[config.mk]
export PLATFORM = sky130hd
export DESIGN_NAME = instr_sequencer
export DESIGN_NICKNAME = d
export VERILOG_FILES = /design/src/rtl/instr_sequencer.sv
export SDC_FILE = /design/constraint.sdc
export NUM_CORES = 1
export LEC_CHECK = 0
export ABC_AREA = 1
export CAP_MARGIN = 20
export CORE_MARGIN = 2
export CORE_UTILIZATION = 43
export DETAILED_ROUTE_END_ITERATION = 10
export GPL_ROUTABILITY_DRIVEN = 0
export PLACE_DENSITY = 0.86
export SYNTH_ARGS = -nofsm -noshare
export SYNTH_HDL_FRONTEND = slang
export SYNTH_SLANG_ARGS = --single-unit
[constraint.sdc]
create_clock -name clk -period 3.08 [get_ports clk]
set_clock_uncertainty 0.05 [all_clocks]
set_input_delay 0.308 -clock clk [delete_from_list [all_inputs] [get_ports clk]]
set_output_delay 0.308 -clock clk [all_outputs]
set_load 0.03 [all_outputs]
[src/rtl/instr_sequencer.sv]
// Multi-cycle FETCH/DECODE/EXECUTE/MEMORY/WRITEBACK sequencer for the RV32I core.
// Define SEQ_PERF_CNT_EN to build the cycle and retired-instruction counters.
module instr_sequencer #(
    parameter int unsigned ALU_LAT     = 1,
    parameter int unsigned BUS_TIMEOUT = 255
) (
    input  logic        clk,
    input  logic        reset,
    output logic        ifetch_req,
    input  logic        ifetch_ack,
    output logic        inst_ld,
    output logic        dec_nreset,
    input  logic        rd_enc,
    input  logic        rw,
    input  logic        mem_en,
    input  logic        ALU_en,
    input  logic        is_jal,
    input  logic        is_jalr,
    input  logic        is_branch,
    input  logic        is_fence,
    input  logic        is_system,
    input  logic        is_invalid,
    input  logic        branch_taken,
    output logic        alu_go,
    output logic        mem_req,
    output logic        mem_we,
    input  logic        mem_ack,
    output logic        rf_we,
    output logic        pc_we,
    output logic        pc_sel,
    output logic        trap,
    output logic [1:0]  trap_cause,
    output logic [2:0]  state,
    output logic [31:0] cycle_cnt,
    output logic [31:0] instret_cnt
);

    typedef enum logic [2:0] {
        S_FETCH     = 3'd0,
        S_DECODE    = 3'd1,
        S_EXECUTE   = 3'd2,
        S_MEMORY    = 3'd3,
        S_WRITEBACK = 3'd4,
        S_TRAP      = 3'd5
    } state_t;

    typedef enum logic [1:0] {
        CAUSE_INVALID   = 2'd0,
        CAUSE_SYSTEM    = 2'd1,
        CAUSE_MEM_TMO   = 2'd2,
        CAUSE_FETCH_TMO = 2'd3
    } cause_t;

    localparam logic [7:0] TMO_MAX  = 8'(BUS_TIMEOUT);
    localparam logic [7:0] TMO_LAST = 8'(BUS_TIMEOUT - 1);
    localparam logic [3:0] ALU_LAST = 4'(ALU_LAT - 1);

    state_t      state_q;
    cause_t      cause_q;
    logic        trap_q;
    logic        br_taken_q;
    logic [7:0]  tmo_cnt;
    logic [3:0]  alu_cnt;
    logic [7:0]  tmo_sat;
    logic        tmo_expired;
    logic        alu_last;

    // tmo_cnt counts completed cycles in the current state; expiry flags the last allowed one.
    assign tmo_sat     = (tmo_cnt == TMO_MAX) ? tmo_cnt : tmo_cnt + 8'd1;
    assign tmo_expired = (tmo_cnt >= TMO_LAST);
    assign alu_last    = (alu_cnt == ALU_LAST);

    // NOTE: sequential state uses non-blocking (<=) so every register samples pre-edge values.
    always_ff @(posedge clk or posedge reset) begin
        if (reset) begin
            state_q    <= S_FETCH;
            cause_q    <= CAUSE_INVALID;
            trap_q     <= 1'b0;
            br_taken_q <= 1'b0;
            tmo_cnt    <= 8'd0;
            alu_cnt    <= 4'd0;
        end else begin
            tmo_cnt <= tmo_sat;
            case (state_q)
                S_FETCH: begin
                    if (ifetch_ack) begin
                        state_q <= S_DECODE;
                        tmo_cnt <= 8'd0;
                    end else if (tmo_expired) begin
                        state_q <= S_TRAP;
                        trap_q  <= 1'b1;
                        cause_q <= CAUSE_FETCH_TMO;
                        tmo_cnt <= 8'd0;
                    end
                end
                S_DECODE: begin
                    tmo_cnt <= 8'd0;
                    if (is_invalid) begin
                        state_q <= S_TRAP;
                        trap_q  <= 1'b1;
                        cause_q <= CAUSE_INVALID;
                    end else if (is_system) begin
                        state_q <= S_TRAP;
                        trap_q  <= 1'b1;
                        cause_q <= CAUSE_SYSTEM;
                    end else if (is_fence) begin
                        state_q <= S_WRITEBACK;
                    end else begin
                        state_q <= S_EXECUTE;
                    end
                end
                S_EXECUTE: begin
                    if (alu_last) begin
                        br_taken_q <= branch_taken;
                        alu_cnt    <= 4'd0;
                        tmo_cnt    <= 8'd0;
                        state_q    <= mem_en ? S_MEMORY : S_WRITEBACK;
                    end else begin
                        alu_cnt <= alu_cnt + 4'd1;
                    end
                end
                S_MEMORY: begin
                    // An ack in the expiry cycle still completes the access.
                    if (mem_ack) begin
                        state_q <= S_WRITEBACK;
                        tmo_cnt <= 8'd0;
                    end else if (tmo_expired) begin
                        state_q <= S_TRAP;
                        trap_q  <= 1'b1;
                        cause_q <= CAUSE_MEM_TMO;
                        tmo_cnt <= 8'd0;
                    end
                end
                S_WRITEBACK: begin
                    state_q <= S_FETCH;
                    tmo_cnt <= 8'd0;
                end
                S_TRAP: begin
                    trap_q <= 1'b1;
                end
                default: begin
                    state_q <= S_TRAP;
                    trap_q  <= 1'b1;
                    cause_q <= CAUSE_INVALID;
                    tmo_cnt <= 8'd0;
                end
            endcase
        end
    end

    // NOTE: every output gets a default first so no path through the case infers a latch.
    always_comb begin
        ifetch_req = 1'b0;
        inst_ld    = 1'b0;
        dec_nreset = 1'b0;
        alu_go     = 1'b0;
        mem_req    = 1'b0;
        mem_we     = 1'b0;
        rf_we      = 1'b0;
        pc_we      = 1'b0;
        pc_sel     = 1'b0;
        if (!reset) begin
            case (state_q)
                S_FETCH: begin
                    ifetch_req = 1'b1;
                    inst_ld    = ifetch_ack;
                end
                S_DECODE: begin
                    dec_nreset = 1'b1;
                end
                S_EXECUTE: begin
                    dec_nreset = 1'b1;
                    alu_go     = ALU_en;
                end
                S_MEMORY: begin
                    dec_nreset = 1'b1;
                    mem_req    = 1'b1;
                    mem_we     = !rw;
                end
                S_WRITEBACK: begin
                    dec_nreset = 1'b1;
                    rf_we      = rd_enc;
                    pc_we      = 1'b1;
                    pc_sel     = is_jal | is_jalr | (is_branch & br_taken_q);
                end
                default: ;
            endcase
        end
    end

    assign trap       = trap_q;
    assign trap_cause = cause_q;
    assign state      = state_q;

`ifdef SEQ_PERF_CNT_EN
    logic [31:0] cycle_q;
    logic [31:0] instret_q;

    always_ff @(posedge clk or posedge reset) begin
        if (reset) begin
            cycle_q   <= 32'd0;
            instret_q <= 32'd0;
        end else begin
            if (state_q != S_TRAP) cycle_q <= cycle_q + 32'd1;
            if (state_q == S_WRITEBACK) instret_q <= instret_q + 32'd1;
        end
    end

    assign cycle_cnt   = cycle_q;
    assign instret_cnt = instret_q;
`else
    assign cycle_cnt   = 32'd0;
    assign instret_cnt = 32'd0;
`endif

endmodule

==> impl_metrics.toml, run 1 <==
[clock_tree]
cts_tree = "yes"
cts_resized = 0
ctsHtreeMaxLevel = 1
postCtsSetupRepairBufs = 0
cts.clk_slew.worst_paths_ns = 0.07
clkLatencyLatePin_ns = 0.26
ctsHoldBuffers = 0
cts.sinks = 19
clock_path_buffers = 2
numCtsBuffers = 3
root_buffer = "clkbuf_8"

[sta]
fmax_mhz = 399.9
tns_ns = 0
whs_ns = 0.4154
setup_viol_count_final = 0
layout_min_cycle_time_ns = 2.500
rsz0062_at_grt = "no"
maxSlewViolCount = 0
setup_ws_ns = 0.5796
period_share = 0.8118
hold_viol_final = 0

[yosys]
postSynthAreaPerCell_um2 = 7.196
syn-instance-count = 253
synth-seq-cells = 19
netlist_area_um2 = 1820
yosys_warnings = 0
ys_seq_area_frac = 0.2612
yosysUniqueCellTypes = 28

[global_route]
grt_pass1_vias = 1259
grt_max_degree = 20
grt_usage = 0.1361
antenna_found_initial = 0
grt_pass1_wl_mm = 5.471
grt_overflow = 0

[route]
via_per_inst = 4.387
vias = 1461
drc_errors = 0
wire_per_inst_um = 9.943
postRouteWirelength_mm = 3.311
ant_nets = 0
drtIter0Drc = 96
first_pass_iters = 4

[worst_setup_path]
cp-startpoint = "state[1]$_DFFE_PP0P_"
cp_cell_sequence = "o21ai_0 > nand3_1 > nand2_1 > nand2_1 > inv_1 > clkdlybuf4s50_1"
path_common_cell = "nand2_1"
r2r-start = "alu_cnt[0]$_DFFE_PP0N_"
reg2reg_to = "tmo_cnt[5]$_DFF_PP0_"
crit_buf_inv = 2
path_class = "reg2out"
crit_slowest_cell = "clkdlybuf4s50_1"
crit_fanout = 11
cp.depth = 6
critical_path.top_delay_family = "buffers and inverters"
cp.arrival_ns = 2.14
cpPeakStageDelay_ns = 0.66
reg2reg_depth = 9
cp.required_ns = 2.72
crit_path_end = "dec_nreset"
end_kind = "output port"
worst_setup_path_start_kind = "flop"
r2r_slack_ns = 1.55

[finish]
drive_gt1_frac = 0.07774
fin_nets = 303
synthToLayoutAreaGrowth_pct = 7.629
fillers = 420
n_antenna_cell = 0

[pwr]
report.power.total_mw = 0.5556
clock_power_share = 0.311
power_density_nw_per_um2 = 283.5
combPwrFrac = 0.240
swShare = 0.3535
p_sw_mw = 0.1964
p_int_mw = 0.3592
peakVddDrop_v = 0.0002840
p_seq_frac = 0.449
p_leak_nw = 1.088

[placement]
pre_cts_slack_ns = 0.8611
port_buffers = 29
dp.final_hpwl_mm = 2.714

[run_status]
status = "finished clean"

[die]
io_pins = 94
design.die.area_um2 = 4770
dieWidth_um = 69.07
initial_core_util = 0.4519
core_um2 = 4029
row_count = 23
chipHeight_um = 69.07

[job]
cap_violations = 0

[worst_hold_path]
hp-class = "reg2reg"
==> power groups by stage <==
stage,Clock [mW],Combinational (mW),Sequential [mW]
2_1_floorplan,0,0.173,0.254
5_1_grt,0.185,0.141,0.249
4_1_cts,0.178,0.132,0.249
3_5_place_dp,0,0.132,0.254
6_report,0.173,0.133,0.249
3_3_place_gp,0,0.132,0.254
==> stage by stage <==
stage / instances / util / instance area [µm²]
after floorplan: 316 / - / 2057
final: 333 / 0.4863 / 1959
after CTS: 333 / 0.4863 / 1959
after detailed placement: 329 / 0.4752 / 1914
after global placement: 329 / 0.4752 / 1914
after global routing: 333 / 0.4863 / 1959
==> per-layer routing <==
layer | GRT usage | vias up | part of all wire
met1 | 0.1662 | 673 | 0.41
met3 | 0.04094 | 2 | 0.078
li1 | - | 720 | -
met4 | 0.02832 | 0 | 0.0033
met2 | 0.2361 | 66 | 0.51
met5 | 0 | - | 0
==> logic make-up after synthesis <==
family / Yosys count / synth area share
adders and majority gates: 4 / 0.02749
other: 1 / 0.002060
buffers and inverters: 98 / 0.3430
xor gates and xnor gates: 4 / 0.01925
DFF: 19 / 0.2612
AOI/OAI and AO/OA: 19 / 0.05567
and+or+nand+nor: 108 / 0.2914
==> sequential cells by signal, indices dropped and copies added (netlist names) <==
name / count
tmo_cnt: 8
alu_cnt: 4
state: 3
trap_cause: 2
br_taken_q: 1
trap: 1
==> synth_stat cells <==
cell	n	area, µm²
a211oi_1	1	7.510
a21oi_1	8	40.04
buf_4	65	488.0
buf_6	1	11.26
clkbuf_1	1	3.750
conb_1	1	3.750
dfrtp_1	19	475.5
ha_1	4	50.05
inv_1	27	101.4
inv_2	2	7.510
inv_4	2	12.51
nand2_1	46	172.7
nand2_2	3	18.77
nand2_4	2	22.52
nand3_1	18	90.09
nand3_2	2	20.02
nand3_4	1	17.52
nand4_1	6	37.54
nor2_1	22	82.58
nor2_2	2	12.51
nor2_4	2	22.52
nor3_1	2	10.01
nor3_4	1	16.27
nor3b_1	1	7.510
o21ai_0	9	45.04
o21ai_2	1	8.760
xnor2_1	1	8.760
xor2_1	3	26.28
==> tightest hold or removal path: stages, from the launching register on <==
cell and delay (ns):
dfrtp_1 0.35, inv_1 0.04, nand2_1 0.05
==> final cells by class <==
cell class / instances / area (µm²) / area share
Clock buffer: 4 / 45.04 / 0.02299
Inverter: 31 / 121.4 / 0.06194
Multi-Input combinational cell: 199 / 957.2 / 0.4885
Sequential cell: 19 / 475.5 / 0.2427
Tap cell: 50 / 62.56 / 0.03193
Timing Repair Buffer: 30 / 297.8 / 0.1520
==> worst min path at each step <==
stage / depth (start not counted) / slack, ns / end / from
2_1_floorplan: 2 / 0.37 / br_taken_q$_DFFE_PP0P_ / branch_taken
3_3_place_gp: 2 / 0.40 / trap$_DFFE_PP0P_ / trap$_DFFE_PP0P_
3_5_place_dp: 2 / 0.41 / trap$_DFFE_PP0P_ / trap$_DFFE_PP0P_
4_1_cts: 2 / 0.42 / trap$_DFFE_PP0P_ / trap$_DFFE_PP0P_
5_1_grt: 2 / 0.44 / trap$_DFFE_PP0P_ / trap$_DFFE_PP0P_
6_report: 2 / 0.42 / trap$_DFFE_PP0P_ / trap$_DFFE_PP0P_
==> cell usage in the layout (no fill, tap or decap), drive strengths merged <==
| cell type | instances |
|---|---|
| nand3 | 21 |
| clkdlybuf4s50 | 29 |
| nor2 | 26 |
| a211oi | 1 |
| nor3b | 1 |
| conb | 64 |
| a21oi | 8 |
| dfrtp | 19 |
| nor3 | 3 |
| xor2 | 3 |
| buf | 1 |
| nand2 | 51 |
| ha | 4 |
| nand4 | 6 |
| xnor2 | 1 |
| inv | 31 |
| clkbuf | 4 |
| o21ai | 10 |
No activity file was read; power rests on OpenSTA's default activity.
==> run 2: changes to the inputs <==
--- a/config.mk
+++ b/config.mk
@@ -8,10 +8,10 @@
 export ABC_AREA = 1
 export CAP_MARGIN = 20
 export CORE_MARGIN = 2
-export CORE_UTILIZATION = 43
+export CORE_UTILIZATION = 40
 export DETAILED_ROUTE_END_ITERATION = 10
 export GPL_ROUTABILITY_DRIVEN = 0
-export PLACE_DENSITY = 0.86
+export PLACE_DENSITY = 0.81
 export SYNTH_ARGS = -nofsm -noshare
 export SYNTH_HDL_FRONTEND = slang
 export SYNTH_SLANG_ARGS = --single-unit
==> constraint.sdc (replaced) <==
create_clock -name clk -period 2.5 [get_ports clk]
set_clock_uncertainty 0.05 [all_clocks]
set_input_delay 0.25 -clock clk [delete_from_list [all_inputs] [get_ports clk]]
set_output_delay 0.25 -clock clk [all_outputs]
set_load 0.03 [all_outputs]
==> run 2 against run 1 <==
  * Final cell count increased by 0.90%
  * Count of clock-buffer cells in the layout unchanged
  * Combinational power increased by 24%
  * Design area increased by 0.26%
  * Via count decreased by 0.75%
  * Sequential share of layout area decreased by 0.062 points
  * Critical path type unchanged
  * Worst setup slack got worse by 0.40 ns
  * Register-to-register slack got worse by 0.56 ns
  * Non-clock buffer count increased by 1
  * Routed wire length increased by 1.1%
  * Clock power increased by 24%
==> impl_metrics.toml, run 2 (synthesis gave the netlist of run 1 again) <==
[worst_setup_path]
path_class = "reg2out"
critical_path.top_delay_family = "buffers and inverters"
worst_setup_path_start_kind = "flop"
crit_slowest_cell = "clkdlybuf4s50_1"
cp_cell_sequence = "nor2_2 > nand2_1 > a211oi_1 > clkdlybuf4s50_1"
cp.arrival_ns = 2.02
crit_buf_inv = 1
end_kind = "output port"
cp.required_ns = 2.20
cpPeakStageDelay_ns = 0.71
crit_fanout = 11

[route]
first_pass_iters = 4
wire_per_inst_um = 9.958
drtIter0Drc = 80
vias = 1450
via_per_inst = 4.315
postRouteWirelength_mm = 3.346
drc_errors = 0
ant_nets = 0

[finish]
fin_nets = 304
layout_common_cells = "64 x conb_1, 46 x nand2_1, 27 x inv_1, 27 x clkdlybuf4s50_1, 22 x nor2_1"
multi_input_area_um2 = 957.2
register_area_um2 = 475.5
synthToLayoutAreaGrowth_pct = 7.904
drive_gt1_frac = 0.08803
top_register = "tmo_cnt"
post-route-cell-area_um2 = 1964
n_antenna_cell = 0
largest_reg_flops = 8
fillers = 446
final_common_cell = "conb_1"

[die]
chipHeight_um = 71.46
dieWidth_um = 71.46
core_um2 = 4384
io_pins = 94
initial_core_util = 0.4152
design.die.area_um2 = 5107
row_count = 24

[clock_tree]
clock_path_buffers = 2
cts.sinks = 19
numCtsBuffers = 3
clkLatencyLatePin_ns = 0.25
cts_tree = "yes"
cts.clk_slew.worst_paths_ns = 0.07
root_buffer = "clkbuf_8"
postCtsSetupRepairBufs = 0
ctsHtreeMaxLevel = 1
ctsHoldBuffers = 0
cts_resized = 0

[sta]
hold_viol_final = 0
setup_viol_count_final = 0
period_share = 0.9299
fmax_mhz = 430.2
tns_ns = 0
rsz0062_at_grt = "no"
maxSlewViolCount = 0
layout_min_cycle_time_ns = 2.325

[global_route]
grt_usage = 0.1281
grt_max_degree = 14
grt_overflow = 0
grt_pass1_wl_mm = 5.347
grt_pass1_vias = 1208
antenna_found_initial = 0

[placement]
port_buffers = 29
dp.final_hpwl_mm = 2.758
dpl_cell_area_um2 = 1919

[worst_hold_path]
hp-class = "reg2reg"

[job]
cap_violations = 0

[pwr]
power_density_nw_per_um2 = 350.0
peakVddDrop_v = 0.0003119
p_leak_nw = 1.097

[run_status]
status = "finished clean"
run 2: cell count changes in the layout (fill, tap and decap cells not counted), sizes merged:
cell,before,now
buf,1,4
clkdlybuf4s50,29,27
run 2: final cells by class:
type | count | share of cell area
clock buffers | 4 | 0.02293
inverters | 31 | 0.06178
multi-input cells | 199 | 0.4873
flip-flops and latches | 19 | 0.2420
well taps | 52 | 0.03312
repair buffers | 31 | 0.1529
run 2: worst min-delay path: stages (launching register included):
cell and delay (ns):
dfrtp_1 0.34, inv_1 0.05, nand2_1 0.05
run 2: power breakdown:
part / switching [mW] / internal [mW] / total, mW
Combinational: 0.143 / 0.0220 / 0.165
Sequential: 0 / 0.307 / 0.307
Clock: 0.102 / 0.113 / 0.215
Total: 0.245 / 0.442 / 0.688
run 2: layer usage:
metal	routed length, µm	part of all wire	GRT usage
met5	0	0	0
met4	15	0.0045	0.03354
met3	247	0.074	0.02672
met2	1651	0.49	0.2068
met1	1431	0.43	0.1752
run 2: final timing paths:
kind	from	to	slack [ns]	cells past startpoint
setup / recovery	state[0]$_DFFE_PP0P_	pc_sel	0.18	4
hold / removal	trap$_DFFE_PP0P_	trap$_DFFE_PP0P_	0.42	2
setup reg to reg	alu_cnt[0]$_DFFE_PP0N_	tmo_cnt[7]$_DFF_PP0_	0.99	9
hold reg to reg	trap$_DFFE_PP0P_	trap$_DFFE_PP0P_	0.42	2
max in group asynchronous	reset	tmo_cnt[0]$_DFF_PP0_	1.47	3
min in group asynchronous	reset	trap_cause[1]$_DFFE_PP0P_	0.43	2
run 2: stage by stage:
step                      worst slack (ns)  power (mW)  instances  hold WS (ns)  utilization
after detailed placement            0.4205      0.4763        332        0.4015       0.4378
after floorplan                     0.5303      0.5262        316        0.3169            -
after global placement              0.4828      0.4756        332        0.4051       0.4378
final                               0.1752      0.6876        336        0.4197       0.4481
after CTS                           0.1667      0.6871        336        0.4186       0.4481
after global routing               0.05216      0.7132        336        0.4572       0.4481
